## config.mk

```make
export PLATFORM = sky130hd
export DESIGN_NAME = seq_match_stats
export DESIGN_NICKNAME = d
export VERILOG_FILES = /design/src/rtl/seq_match_stats_pkg.sv /design/src/rtl/seq_rec_fifo2.sv /design/src/rtl/seq_match_stats.sv
export SDC_FILE = /design/constraint.sdc
export NUM_CORES = 1
export LEC_CHECK = 0
export BUFFER_PORTS_ARGS = -buffer_cell sky130_fd_sc_hd__buf_4
export CORE_MARGIN = 1
export CORE_UTILIZATION = 57
export CTS_CLUSTER_DIAMETER = 100
export DETAILED_ROUTE_END_ITERATION = 7
export MAX_ROUTING_LAYER = met4
export PLACE_DENSITY = 0.77
export SKIP_LAST_GASP = 1
export SLEW_MARGIN = 20
export SYNTH_ARGS = -nofsm -noshare
export SYNTH_HDL_FRONTEND = slang
export SYNTH_SLANG_ARGS = --single-unit
```

## constraint.sdc

```tcl
create_clock -name clk -period 2.5 [get_ports clk]
set_clock_uncertainty 0.1 [all_clocks]
set_input_delay 0.125 -clock clk [delete_from_list [all_inputs] [get_ports clk]]
set_output_delay 0.125 -clock clk [all_outputs]
set_load 0.02 [all_outputs]
```

## src/rtl/seq_match_stats_pkg.sv

```systemverilog
// Shared definitions for the sequence-detector result stream and its stats records.
// A record is packed as {match_cnt, miss_cnt, run_max}, each field CW bits wide.
package seq_match_stats_pkg;

    typedef enum logic [1:0] {
        RES_NONE  = 2'd0,
        RES_MATCH = 2'd1,
        RES_MISS  = 2'd2
    } res_e;

    localparam int REC_FIELDS = 3;

    // A simultaneous match/not_match is treated as a miss.
    function automatic res_e classify(input logic m, input logic n);
        if (n)      return RES_MISS;
        else if (m) return RES_MATCH;
        else        return RES_NONE;
    endfunction

endpackage

```

## src/rtl/seq_rec_fifo2.sv

```systemverilog
// Two-entry FIFO holding completed window records; head is always on dout.
module seq_rec_fifo2 #(
    parameter int W = 12
) (
    input  logic         clk,
    input  logic         rst,
    input  logic         push,
    input  logic         pop,
    input  logic [W-1:0] din,
    output logic [W-1:0] dout,
    output logic         full,
    output logic         empty
);
    logic [W-1:0] e0, e1;
    logic [1:0]   cnt;

    assign dout  = e0;
    assign full  = (cnt == 2'd2);
    assign empty = (cnt == 2'd0);

    // A pop is only honoured with data present; a push only with room after the pop.
    logic do_pop, do_push;
    assign do_pop  = pop & !empty;
    assign do_push = push & (!full | do_pop);

    always_ff @(posedge clk) begin
        if (rst) begin
            e0  <= '0;
            e1  <= '0;
            cnt <= 2'd0;
        end else begin
            case (cnt)
                2'd0: begin
                    if (do_push) begin
                        e0  <= din;
                        cnt <= 2'd1;
                    end
                end
                2'd1: begin
                    if (do_push && do_pop) begin
                        e0 <= din;
                    end else if (do_push) begin
                        e1  <= din;
                        cnt <= 2'd2;
                    end else if (do_pop) begin
                        cnt <= 2'd0;
                    end
                end
                default: begin
                    if (do_pop) begin
                        e0 <= e1;
                        if (do_push) e1 <= din;
                        else         cnt <= 2'd1;
                    end
                end
            endcase
        end
    end
endmodule

```

## src/rtl/seq_match_stats.sv

```systemverilog
// Windowed statistics over detector result pulses: per-window match/miss counts
// and longest match run, queued through a 2-entry valid/ready record port.
module seq_match_stats
    import seq_match_stats_pkg::*;
#(
    parameter int WIN = 8,
    localparam int CW = $clog2(WIN + 1)
) (
    input  logic          clk,
    input  logic          rst,
    input  logic          match,
    input  logic          not_match,
    input  logic          clr,
    output logic          out_valid,
    input  logic          out_ready,
    output logic [CW-1:0] out_match_cnt,
    output logic [CW-1:0] out_miss_cnt,
    output logic [CW-1:0] out_run_max,
    output logic          drop_sticky,
    output logic          proto_err
);
    localparam int RW = REC_FIELDS * CW;

    logic [CW-1:0] ev_cnt, match_cnt, miss_cnt, cur_run, run_max;
    logic [CW-1:0] ev_nx, match_nx, miss_nx, cur_nx, run_nx;
    logic          close;
    res_e          res;

    assign res = classify(match, not_match);

    always_comb begin
        ev_nx    = ev_cnt;
        match_nx = match_cnt;
        miss_nx  = miss_cnt;
        cur_nx   = cur_run;
        run_nx   = run_max;
        close    = 1'b0;
        if (res != RES_NONE) begin
            ev_nx = ev_cnt + CW'(1);
            if (res == RES_MATCH) begin
                match_nx = match_cnt + CW'(1);
                cur_nx   = cur_run + CW'(1);
            end else begin
                miss_nx = miss_cnt + CW'(1);
                cur_nx  = '0;
            end
            run_nx = (cur_nx > run_max) ? cur_nx : run_max;
            close  = (ev_cnt == CW'(WIN - 1));
        end
    end

    // Window state; a closing event flushes it so runs never span windows.
    always_ff @(posedge clk) begin
        if (rst || clr || (close && !clr)) begin
            ev_cnt    <= '0;
            match_cnt <= '0;
            miss_cnt  <= '0;
            cur_run   <= '0;
            run_max   <= '0;
        end else begin
            ev_cnt    <= ev_nx;
            match_cnt <= match_nx;
            miss_cnt  <= miss_nx;
            cur_run   <= cur_nx;
            run_max   <= run_nx;
        end
    end

    logic          push, pop, full, empty, drop;
    logic [RW-1:0] rec_in, rec_out;

    assign push      = close & !clr;
    assign rec_in    = {match_nx, miss_nx, run_nx};
    assign out_valid = !empty;
    assign pop       = out_valid & out_ready;
    assign drop      = push & full & !pop;

    assign {out_match_cnt, out_miss_cnt, out_run_max} = rec_out;

    seq_rec_fifo2 #(.W(RW)) u_fifo (
        .clk   (clk),
        .rst   (rst),
        .push  (push),
        .pop   (pop),
        .din   (rec_in),
        .dout  (rec_out),
        .full  (full),
        .empty (empty)
    );

    always_ff @(posedge clk) begin
        if (rst || clr) begin
            drop_sticky <= 1'b0;
            proto_err   <= 1'b0;
        end else begin
            if (drop)              drop_sticky <= 1'b1;
            if (match & not_match) proto_err   <= 1'b1;
        end
    end
endmodule

```

; ---- Word level (Yosys, flattened, before mapping)
; Index checks and enable logic that the tools add are counted.
[classes]
add_sub_neg = 4
magnitude_cmp = 1
n_eq_ne = 9
muxes = 26
n_bitwise = 9
reduce_logical = 15
[ops]
columns = op, n
row1 = 12-bit 2-to-1 mux, 6
row2 = 12-bit one-hot mux with 2 select lines, 2
row3 = 4-bit 2-to-1 mux, 8
row4 = 4-bit by 1-bit adder with 4-bit output (second input constant), 4
row5 = 2-bit 2-to-1 mux, 7
row6 = 1-bit AND, 7
row7 = 3-bit AND reduction, 2
row8 = 5-bit AND reduction, 1
row9 = 2-bit by 1-bit equality test with 1-bit output (second input constant), 2
row10 = 4-bit by 3-bit equality test with 1-bit output (second input constant), 1
row11 = 4-bit greater-than comparator, 1
row12 = 1-bit logical NOT, 4
row13 = 2-bit != test (second input constant), 2
row14 = 2-bit one-hot mux with 2 select lines, 1
row15 = 2-bit nonzero test, 2
row16 = 3-bit by 1-bit != test with 1-bit output (second input constant), 1
row17 = 3-bit by 2-bit != test with 1-bit output (second input constant), 1
row18 = 3-bit nonzero test, 1
row19 = 2-bit equality test (second input constant), 1
row20 = 1-bit logical AND, 2
row21 = 2-bit logical NOT, 1
row22 = 1-bit logical OR, 2
row23 = 1-bit 2-to-1 mux, 2
row24 = 2-bit by 1-bit != test with 1-bit output (second input constant), 1
row25 = 2 further kinds, 2
[word_totals]
ff_bits = 48
wordCells = 74

; ---- Depth between registers and ports, before layout
; Gate-level depths: netlist of the first run.
[depth]
depth_word = 11
depth_mapped = 9

; ---- Cells and area by module
; Synthesis of the first run repeated with hierarchy kept, for this count alone.
[unflattened]
cells_unflattened = 249
hier_area_um2 = 2466.1
[by_module_without_submodules]
columns = module, instances, cells_per_inst, area_per_inst_um2, seq_area_each_um2
row1 = seq_rec_fifo2, 1, 125, 1321.3, 520.5
row2 = seq_match_stats, 1, 124, 1144.8, 440.4

; ---- Least setup slack after synthesis of the first run
; Ideal clock, no wire load.
[synth_timing]
path_kind = flip-flop to flip-flop
from = register cur_run[0]
to = register u_fifo.e1[0]
setup_time_ns = 0.132
arrival_ns = 1.919
t_required_ns = 2.268
path_slack_ns = 0.349
path_stages_with_launch = 9
path_buffers = 0
synth_period_minus_slack_ns = 2.151
path_cell_list = dfxtp_1 > ha_1 > xnor2_1 > nor2_1 > ha_1 > and4_1 > a211o_1 > a32oi_1 > a211oi_1
[synth_between]
elab_chain_cells = 9
word_cells_on_any_way = 10
classes_between = add/sub (1) / order compare (1) / mux (8)
[synth_rtl]
columns = element, line_no
row1 = "start, declared", seq_match_stats.sv:24  ; logic [CW-1:0] ev_cnt, match_cnt, miss_cnt, cur_run, run_max;
row2 = "start signal, assigned", seq_match_stats.sv:64  ; cur_run <= cur_nx;
row3 = 4-bit by 1-bit adder with 4-bit output *, seq_match_stats.sv:42  ; cur_nx = cur_run + CW'(1);
row4 = 4-bit 2-to-1 mux *, seq_match_stats.sv:40  ; if (res == RES_MATCH) begin
row5 = 4-bit 2-to-1 mux *, seq_match_stats.sv:38  ; if (res != RES_NONE) begin
row6 = 4-bit greater-than comparator, seq_match_stats.sv:47  ; run_nx = (cur_nx > run_max) ? cur_nx : run_max;
row7 = 4-bit 2-to-1 mux *, seq_match_stats.sv:47
row8 = 4-bit 2-to-1 mux *, seq_match_stats.sv:38
row9 = 12-bit 2-to-1 mux *, "seq_rec_fifo2.sv:42, seq_rec_fifo2.sv:52"
row10 = 12-bit 2-to-1 mux (on tied branches), "seq_rec_fifo2.sv:50, seq_rec_fifo2.sv:40"
row11 = 12-bit one-hot mux with 2 select lines *, seq_rec_fifo2.sv:32  ; case (cnt)
row12 = "end signal, assigned", seq_rec_fifo2.sv:43  ; e1 <= din;
row13 = "end signal, assigned", seq_rec_fifo2.sv:52  ; if (do_push) e1 <= din;
row14 = "end, declared", seq_rec_fifo2.sv:14  ; logic [W-1:0] e0, e1;
; Mark *: on every way between the ends. The rest lies on a longest branch, timed or not. The select of a mux whose other input is x is not followed.
; A chain may end at the register's enable or synchronous reset.

; ---- Worst setup path after layout of the first run
[layout_timing]
from = register cur_run[0]
to = register u_fifo.e1[3]
; The elaborated chain is that of the path after synthesis.

==> impl_metrics.py, run 1 <==
metrics = {
    "synthesis": {
        "syn_nets": 244,
        "syn_avg_cell_area_um2": 9.22,
        "synth_cells": 230,
        "yosysWarnings": 0,
        "synth_cell_types": 43,
        "ys_async_sr_fraction_pct": 0,
        "synth_edf_count": 0,
        "synth_flop_cell": "dfxtp_1",
        "ys_ff_latch": 48,
        "syn_area_um2": 2120,
        "yosysSeqAreaShare_pct": 45.3,
    },
    "routing": {
        "via_per_inst": 5.63,
        "vias": 1690,
        "totalWireLength_mm": 4.42,
        "wl_per_cell_um": 14.7,
        "drc": 0,
        "drt-initial-drc-count": 144,
        "dr.pass1.iters": 5,
        "drtAntennaViolNets": 0,
    },
    "global_route": {
        "grt_start_max_net_pins": 36,
        "grt_antenna_before_repair": 0,
        "overflow": 0,
        "gr-usage-all-layers_pct": 23.9,
        "grt_pass1_vias": 1596,
        "grt_pass1_wl_mm": 7.33,
    },
    "worst_setup_path": {
        "cp_top_family": "compound AO/OA/AOI/OAI gates",
        "cp.required_ns": 2.57,
        "path_depth": 8,
        "cpMaxStageDelayCell": "a211o_1",
        "start_kind": "register",
        "r2r-start": "cur_run[0]$_SDFFE_PP0N_",
        "worstPathArrival_ns": 2.49,
        "rr_worst_depth": 8,
        "worstSetupEndpoint": "u_fifo.e1[3]$_SDFFE_PP0P_",
        "r2r_slack_ns": 0.08,
        "crit_start": "cur_run[0]$_SDFFE_PP0N_",
        "timing.rr.end": "u_fifo.e1[3]$_SDFFE_PP0P_",
        "crit_buf_inv": 0,
        "worstSetupPathType": "reg -> reg",
        "critPathMaxStageDelay_ns": 0.42,
        "cp_max_fo": 5,
        "crit_chain": "ha_1 > and2_4 > ha_4 > nor2b_4 > o211ai_1 > a211o_1 > a22oi_1 > a211oi_1",
        "end_kind": "register",
    },
    "die": {
        "start_util_pct": 61.6,
        "ios": 21,
        "dieWidth_um": 63.0,
        "coreArea_um2": 3440,
        "die_area_um2": 3970,
        "die_h_um": 63.0,
        "rows": 21,
    },
    "layout": {
        "instances_no_fill": 300,
        "final_nets": 268,
        "post-route-util_pct": 72.7,
        "drive_gt1_share_pct": 21.3,
        "antenna_cells": 0,
        "synthToLayoutAreaGrowth_pct": 18.0,
        "finish.instance_area_um2": 2500,
    },
    "timing": {
        "finalSetupViolations": 0,
        "tightest_slew_ns": 0.654,
        "period_share_pct": 96.9,
        "setup_tns_ns": 0,
        "relSlewSlack_pct": 56.3,
        "final_hold_viol_count": 0,
        "layout_min_cycle_time_ns": 2.42,
        "slew_violations": 0,
        "fmax_mhz": 413,
    },
    "placed_design": {
        "placedCellCount": 288,
        "globalplace.congestion": 0.847,
        "placed_cell_area_um2": 2300,
        "portBuffers": 20,
        "dp.final_hpwl_mm": 2.69,
    },
    "clock_network": {
        "h-tree-depth": 2,
        "path_clk_slew_ns": 0.08,
        "numCtsBuffers": 5,
        "clock_latency_ns": 0.30,
        "cts_sinks": 48,
        "cts_tree": "built",
        "cts_buffer_depth": 2,
        "cts-root-buf": "clkbuf_8",
    },
    "power_and_ir_drop": {
        "p_leak_uw": 0.00104,
        "power_density_nw_per_um2": 537,
        "ir_drop_uv": 407,
    },
    "worst_hold_path": {
        "hold_path.class": "in -> reg",
    },
    "outcome": {
        "status": "finished clean",
    },
    "run": {
        "cap_violations": 0,
    },
}
power by group:
group / switching (uW) / total, uW / internal [uW]
clock network: 241 / 488 / 246
registers: 4.33 / 773 / 769
logic: 50.2 / 83.7 / 33.5
logic make-up (layout without fill, tap and decap cells):
group / count (synthesis) / count (layout) / synth area share, %
buffers and inverters: 20 / 44 / 4.37
DFF: 48 / 48 / 45.3
AOI/OAI and AO/OA: 48 / 48 / 16.5
adders and majority gates: 8 / 8 / 4.72
muxes: 9 / 9 / 4.25
xor gates and xnor gates: 12 / 12 / 4.96
and+or+nand+nor: 85 / 85 / 19.8
metrics by stage:
stage	hold WS, ns	worst slack [ns]	total power (uW)
after global routing	0.0889	-0.0184	1390
after CTS	0.0608	0.0239	1340
after detailed placement	0.253	0.188	859
final	0.0737	0.0777	1340
after global placement	0.253	0.200	859
after floorplan	0.104	0.349	838
what timing repair did:
item | 4_1_cts | 5_1_grt
setup endpoints to repair | 0 | 12
gates resized for setup | 0 | 12
hold buffers | 2 | 0
setup buffers | 0 | 3
hold endpoints to repair | 4 | 0
cell usage in the layout (no fill, tap or decap), types with 4 or more instances in the layout:
master / netlist / routed
a21oi_1: 8 / 7
nor2_1: 45 / 44
ha_1: 8 / 7
xnor2_1: 4 / 4
nand2_1: 13 / 13
o21ai_0: 10 / 10
xor2_1: 8 / 8
nand3b_1: 5 / 5
dfxtp_1: 48 / 48
nor3_1: 4 / 4
a211oi_1: 12 / 11
clkbuf_8: 0 / 7
mux2i_1: 9 / 9
buf_4: 2 / 27
inv_1: 7 / 7
sequential cells by signal (all words and copies together), names as in the netlist:
| name | count |
|---|---|
| u_fifo.e1 | 12 |
| proto_err | 1 |
| cur_run | 4 |
| u_fifo.dout | 12 |
| run_max | 4 |
| match_cnt | 4 |
| u_fifo.cnt | 2 |
| ev_cnt | 4 |
| drop_sticky | 1 |
| miss_cnt | 4 |
worst min-delay path by stage:
stage | from | endpoint | slack, ns | cells past startpoint
after detailed placement | clr | proto_err$_SDFFE_PP0P_ | 0.25 | 2
after global placement | clr | ev_cnt[2]$_SDFFE_PP0N_ | 0.25 | 2
after CTS | out_ready | u_fifo.dout[2]$_SDFFE_PP0P_ | 0.06 | 3
after floorplan | clr | drop_sticky$_SDFFE_PP0P_ | 0.10 | 1
after global routing | out_ready | u_fifo.dout[1]$_SDFFE_PP0P_ | 0.09 | 3
final | out_ready | u_fifo.dout[1]$_SDFFE_PP0P_ | 0.07 | 3
cell usage after synthesis, types with 2 or more instances:
master	number	area (um2)
buf_4	2	15.0
xnor2_1	4	35.0
ha_1	8	100
o21ai_0	10	50.1
nor2_1	45	169
dfxtp_1	48	961
nor3_1	4	20.0
xor2_1	8	70.1
or3_1	2	12.5
a31oi_1	2	12.5
a21oi_1	8	40.0
and2_1	2	12.5
inv_1	7	26.3
nand3b_1	5	37.5
mux2i_1	9	90.1
a211o_1	2	17.5
buf_2	2	10.0
o211ai_2	3	37.5
nand2_1	13	48.8
nand4b_1	3	26.3
a211oi_1	12	90.1
a22oi_1	3	22.5
nand4_1	2	12.5
clkbuf_1	7	26.3
metal layers:
layer	wire length, um	global-route usage (%)	vias up
li1	-	-	853
met1	2010	30.6	801
met2	2220	37.6	30
met3	150	5.47	6
met4	35	6.69	0
met5	0	-	-
worst reg2reg max path: cells and delay by family, from the launching register on:
family | cells | cell delay, ns
AO/OA/AOI/OAI | 4 | 0.98
adder cells (fa/ha/maj) | 2 | 0.58
flip-flops | 1 | 0.35
AND/OR/NAND/NOR | 2 | 0.28
final cells by class:
| cell class | instances | area [um2] |
|---|---|---|
| Inverter | 7 | 26.3 |
| Fill cell | 281 | 941 |
| Timing Repair Buffer | 30 | 236 |
| Tap cell | 46 | 57.6 |
| Sequential cell | 48 | 961 |
| Clock buffer | 7 | 96.3 |
| Multi-Input combinational cell | 162 | 1120 |
No activity file was read; power rests on OpenSTA's default activity.
==> inputs of run 2 (changes only) <==
--- a/config.mk
+++ b/config.mk
@@ -5,13 +5,14 @@
 export SDC_FILE = /design/constraint.sdc
 export NUM_CORES = 1
 export LEC_CHECK = 0
+export ABC_AREA = 1
 export BUFFER_PORTS_ARGS = -buffer_cell sky130_fd_sc_hd__buf_4
 export CORE_MARGIN = 1
-export CORE_UTILIZATION = 57
+export CORE_UTILIZATION = 59
 export CTS_CLUSTER_DIAMETER = 100
 export DETAILED_ROUTE_END_ITERATION = 7
 export MAX_ROUTING_LAYER = met4
-export PLACE_DENSITY = 0.77
+export PLACE_DENSITY = 0.79
 export SKIP_LAST_GASP = 1
 export SLEW_MARGIN = 20
 export SYNTH_ARGS = -nofsm -noshare
==> run 2 against run 1 <==
Against the previous run:
- first-iteration DRC count shrank 7.6%
- synthesized cell count grew 44%
- sequential power is essentially flat
- hold slack lost 0.051 ns
- register-to-register slack gained 0.23 ns
- synthesized area grew 13%
- non-clock buffer count shrank 8
==> impl_metrics.py, run 2 <==
metrics = {
    "power_and_ir_drop": {
        "p_leak_uw": 0.00127,
        "intPower_uw": 1110,
        "power_density_nw_per_um2": 546,
        "p_sw_uw": 350,
        "p_comb_share_pct": 7.2,
        "seqPwrFrac_pct": 53.2,
        "clock_power_share_pct": 39.6,
        "ir_drop_uv": 328,
        "swShare_pct": 24.0,
    },
    "synthesis": {
        "synth_adder_area_share_pct": 4.18,
        "yosysMostFrequentCell": "nand2_1",
        "synth_top_family_by_area": "simple AND/OR/NAND/NOR gates",
        "synth-simple-area-share_pct": 31.6,
        "syn_area_um2": 2390,
        "yosysTopAreaCellShare_pct": 40.1,
        "synth_edf_count": 0,
        "synth_cell_types": 35,
        "synth_flop_cell": "dfxtp_1",
        "ys_async_sr_fraction_pct": 0,
        "synth-compound-area-share_pct": 12.7,
        "yosysTopAreaCell": "dfxtp_1",
        "synthTopCellsByCount": "nand2_1, nor2_1, dfxtp_1, inv_1, o21ai_0",
        "ys_ff_latch": 48,
        "yosys-mux-area-fraction_pct": 0,
        "yosysSeqAreaShare_pct": 40.1,
        "syn_nets": 346,
        "syn_avg_cell_area_um2": 7.21,
        "synthTopCellsByArea": "dfxtp_1, nand2_1, nor2_1",
        "synth_cells": 332,
        "yosysWarnings": 0,
        "synth_xor_xnor_area_share_pct": 1.10,
    },
    "layout": {
        "synthToLayoutAreaGrowth_pct": 11.4,
        "fill_cells": 316,
        "antenna_cells": 0,
        "final_nets": 366,
        "mostFrequentLayoutCell": "nand2_1",
        "layout_common_cells": "nand2_1, nor2_1, dfxtp_1",
        "multi_input_area_um2": 1190,
        "drive_gt1_share_pct": 15.9,
        "instances_no_fill": 401,
        "area.sequential_um2": 961,
    },
    "timing": {
        "slew_violations": 0,
        "fin_worst_hold_slack_ns": 0.0230,
        "setup_tns_ns": 0,
        "final_hold_viol_count": 0,
        "rsz0062_at_grt": "false",
        "period_share_pct": 87.9,
        "layout_min_cycle_time_ns": 2.20,
        "relSlewSlack_pct": 59.8,
        "fin_ws_ns": 0.303,
        "finalSetupViolations": 0,
        "fmax_mhz": 455,
        "tightest_slew_ns": 0.603,
    },
    "global_route": {
        "grt_pass1_vias": 1846,
        "grt_antenna_before_repair": 0,
        "grt_pass1_wl_mm": 8.05,
        "overflow": 0,
        "gr-usage-all-layers_pct": 24.9,
        "grt_start_max_net_pins": 24,
    },
    "routing": {
        "totalWireLength_mm": 4.61,
        "wl_per_cell_um": 11.5,
        "drc": 0,
        "drtAntennaViolNets": 0,
        "via_per_inst": 5.07,
        "drt-initial-drc-count": 133,
        "vias": 2033,
        "dr.pass1.iters": 4,
    },
    "placed_design": {
        "dp.final_hpwl_mm": 3.34,
        "globalplace.congestion": 0.868,
        "placedCellCount": 392,
        "post-place-ws_ns": 0.310,
        "portBuffers": 20,
    },
    "worst_setup_path": {
        "cp.required_ns": 2.61,
        "start_kind": "register",
        "path_common_cell": "nand2_1",
        "crit_buf_inv": 4,
        "worstPathArrival_ns": 2.31,
        "crit_chain": "ha_1 > nand2_1 > inv_1 > nor2_1 > nand2_1 > inv_1 > ha_1 > nand2_1 > inv_1 > nand2_1 > nand2_1 > nand2_4 > nand2_1 > nand3_1 > nand2_1 > inv_1",
        "worstSetupPathType": "reg -> reg",
        "cp_top_family": "simple AND/OR/NAND/NOR gates",
        "cp_max_fo": 8,
        "cpMaxStageDelayCell": "dfxtp_1",
        "end_kind": "register",
        "critPathMaxStageDelay_ns": 0.40,
    },
    "clock_network": {
        "cts-root-buf": "clkbuf_8",
        "cts_tree": "built",
        "h-tree-depth": 2,
        "clock_latency_ns": 0.31,
        "numCtsBuffers": 5,
        "postCtsSetupRepairBufs": 0,
        "cts_buffer_depth": 2,
        "path_clk_slew_ns": 0.09,
        "cts_sinks": 48,
    },
    "worst_hold_path": {
        "hold_path.class": "in -> reg",
    },
    "die": {
        "rows": 22,
        "coreArea_um2": 3770,
        "start_util_pct": 63.5,
        "ios": 21,
        "die_h_um": 65.7,
        "dieWidth_um": 65.7,
        "die_area_um2": 4320,
    },
    "outcome": {
        "status": "finished clean",
    },
    "run": {
        "cap_violations": 0,
    },
}
[run 2: changes by cell type in the layout (fill, tap and decap cells not counted), sizes merged, moves of 6 or more]
cell and change:
nand3 +19, buf -7, o21ai +16, mux2i -9
a21oi +14, inv +37, nand2 +66, a211oi -12
xor2 -6, nor2 +12
[run 2: final cells by class]
type                            count  share of cell area (%)
Multi-Input combinational cell    230                    44.5
Timing Repair Buffer               22                    6.29
Inverter                           45                    6.57
Clock inverter                      3                    1.78
Clock buffer                        5                    2.58
Tap cell                           48                    2.25
Sequential cell                    48                    36.0
[run 2: kinds of logic after synthesis]
group | after synthesis
AND/OR/NAND/NOR | 165
AO/OA/AOI/OAI | 54
buffers and inverters | 54
flip-flops | 48
adder cells (fa/ha/maj) | 8
XOR/XNOR | 3
[run 2: power by group through the flow]
stage                     sequential (uW)  clock, uW  combinational (uW)
after floorplan                       792          0                78.8
after global placement                793          0                 101
after detailed placement              793          0                 103
after CTS                             775        583                 105
after global routing                  776        612                 118
final                                 775        576                 105
[run 2: path summary, 6_finish.rpt]
check	depth (start not counted)	end	slack [ns]	start
worst max-delay path	16	u_fifo.e1[0]$_SDFFE_PP0P_	0.30	cur_run[0]$_SDFFE_PP0N_
worst max register to register	16	u_fifo.e1[0]$_SDFFE_PP0P_	0.30	cur_run[0]$_SDFFE_PP0N_
worst min register to register	2	drop_sticky$_SDFFE_PP0P_	0.38	drop_sticky$_SDFFE_PP0P_
worst min-delay path	4	ev_cnt[2]$_SDFFE_PP0N_	0.02	clr
[run 2: timing repair]
action | CTS | global route
hold buffers | 1 | 0
endpoints found under the hold margin | 1 | 0
resized for setup | 0 | 0
[run 2: stage by stage]
stage | instance area (um2) | total power (uW) | util, %
final | 2670 | 1460 | 70.7
after global placement | 2540 | 894 | 67.4
after global routing | 2670 | 1510 | 70.7
after floorplan | 2390 | 871 | -
after CTS | 2670 | 1460 | 70.7
after detailed placement | 2540 | 896 | 67.4
[run 2: layer usage]
| layer | track usage [%] | routed length (um) | up-vias | share of wire (%) |
|---|---|---|---|---|
| met5 | - | 0 | - | 0 |
| met4 | 8.15 | 53 | 0 | 1.2 |
| met3 | 4.34 | 152 | 6 | 3.3 |
| met2 | 41.5 | 2090 | 37 | 45 |
| met1 | 30.2 | 2310 | 907 | 50 |
| li1 | - | - | 1083 | - |
[run 2: worst register-to-register path: stages, from the launching register on]
cell and delay (ns):
dfxtp_1 0.40, ha_1 0.19, nand2_1 0.06, inv_1 0.05, nor2_1 0.03, nand2_1 0.11
inv_1 0.07, ha_1 0.27, nand2_1 0.06, inv_1 0.05, nand2_1 0.05, nand2_1 0.26
nand2_4 0.12, nand2_1 0.11, nand3_1 0.07, nand2_1 0.07, inv_1 0.03
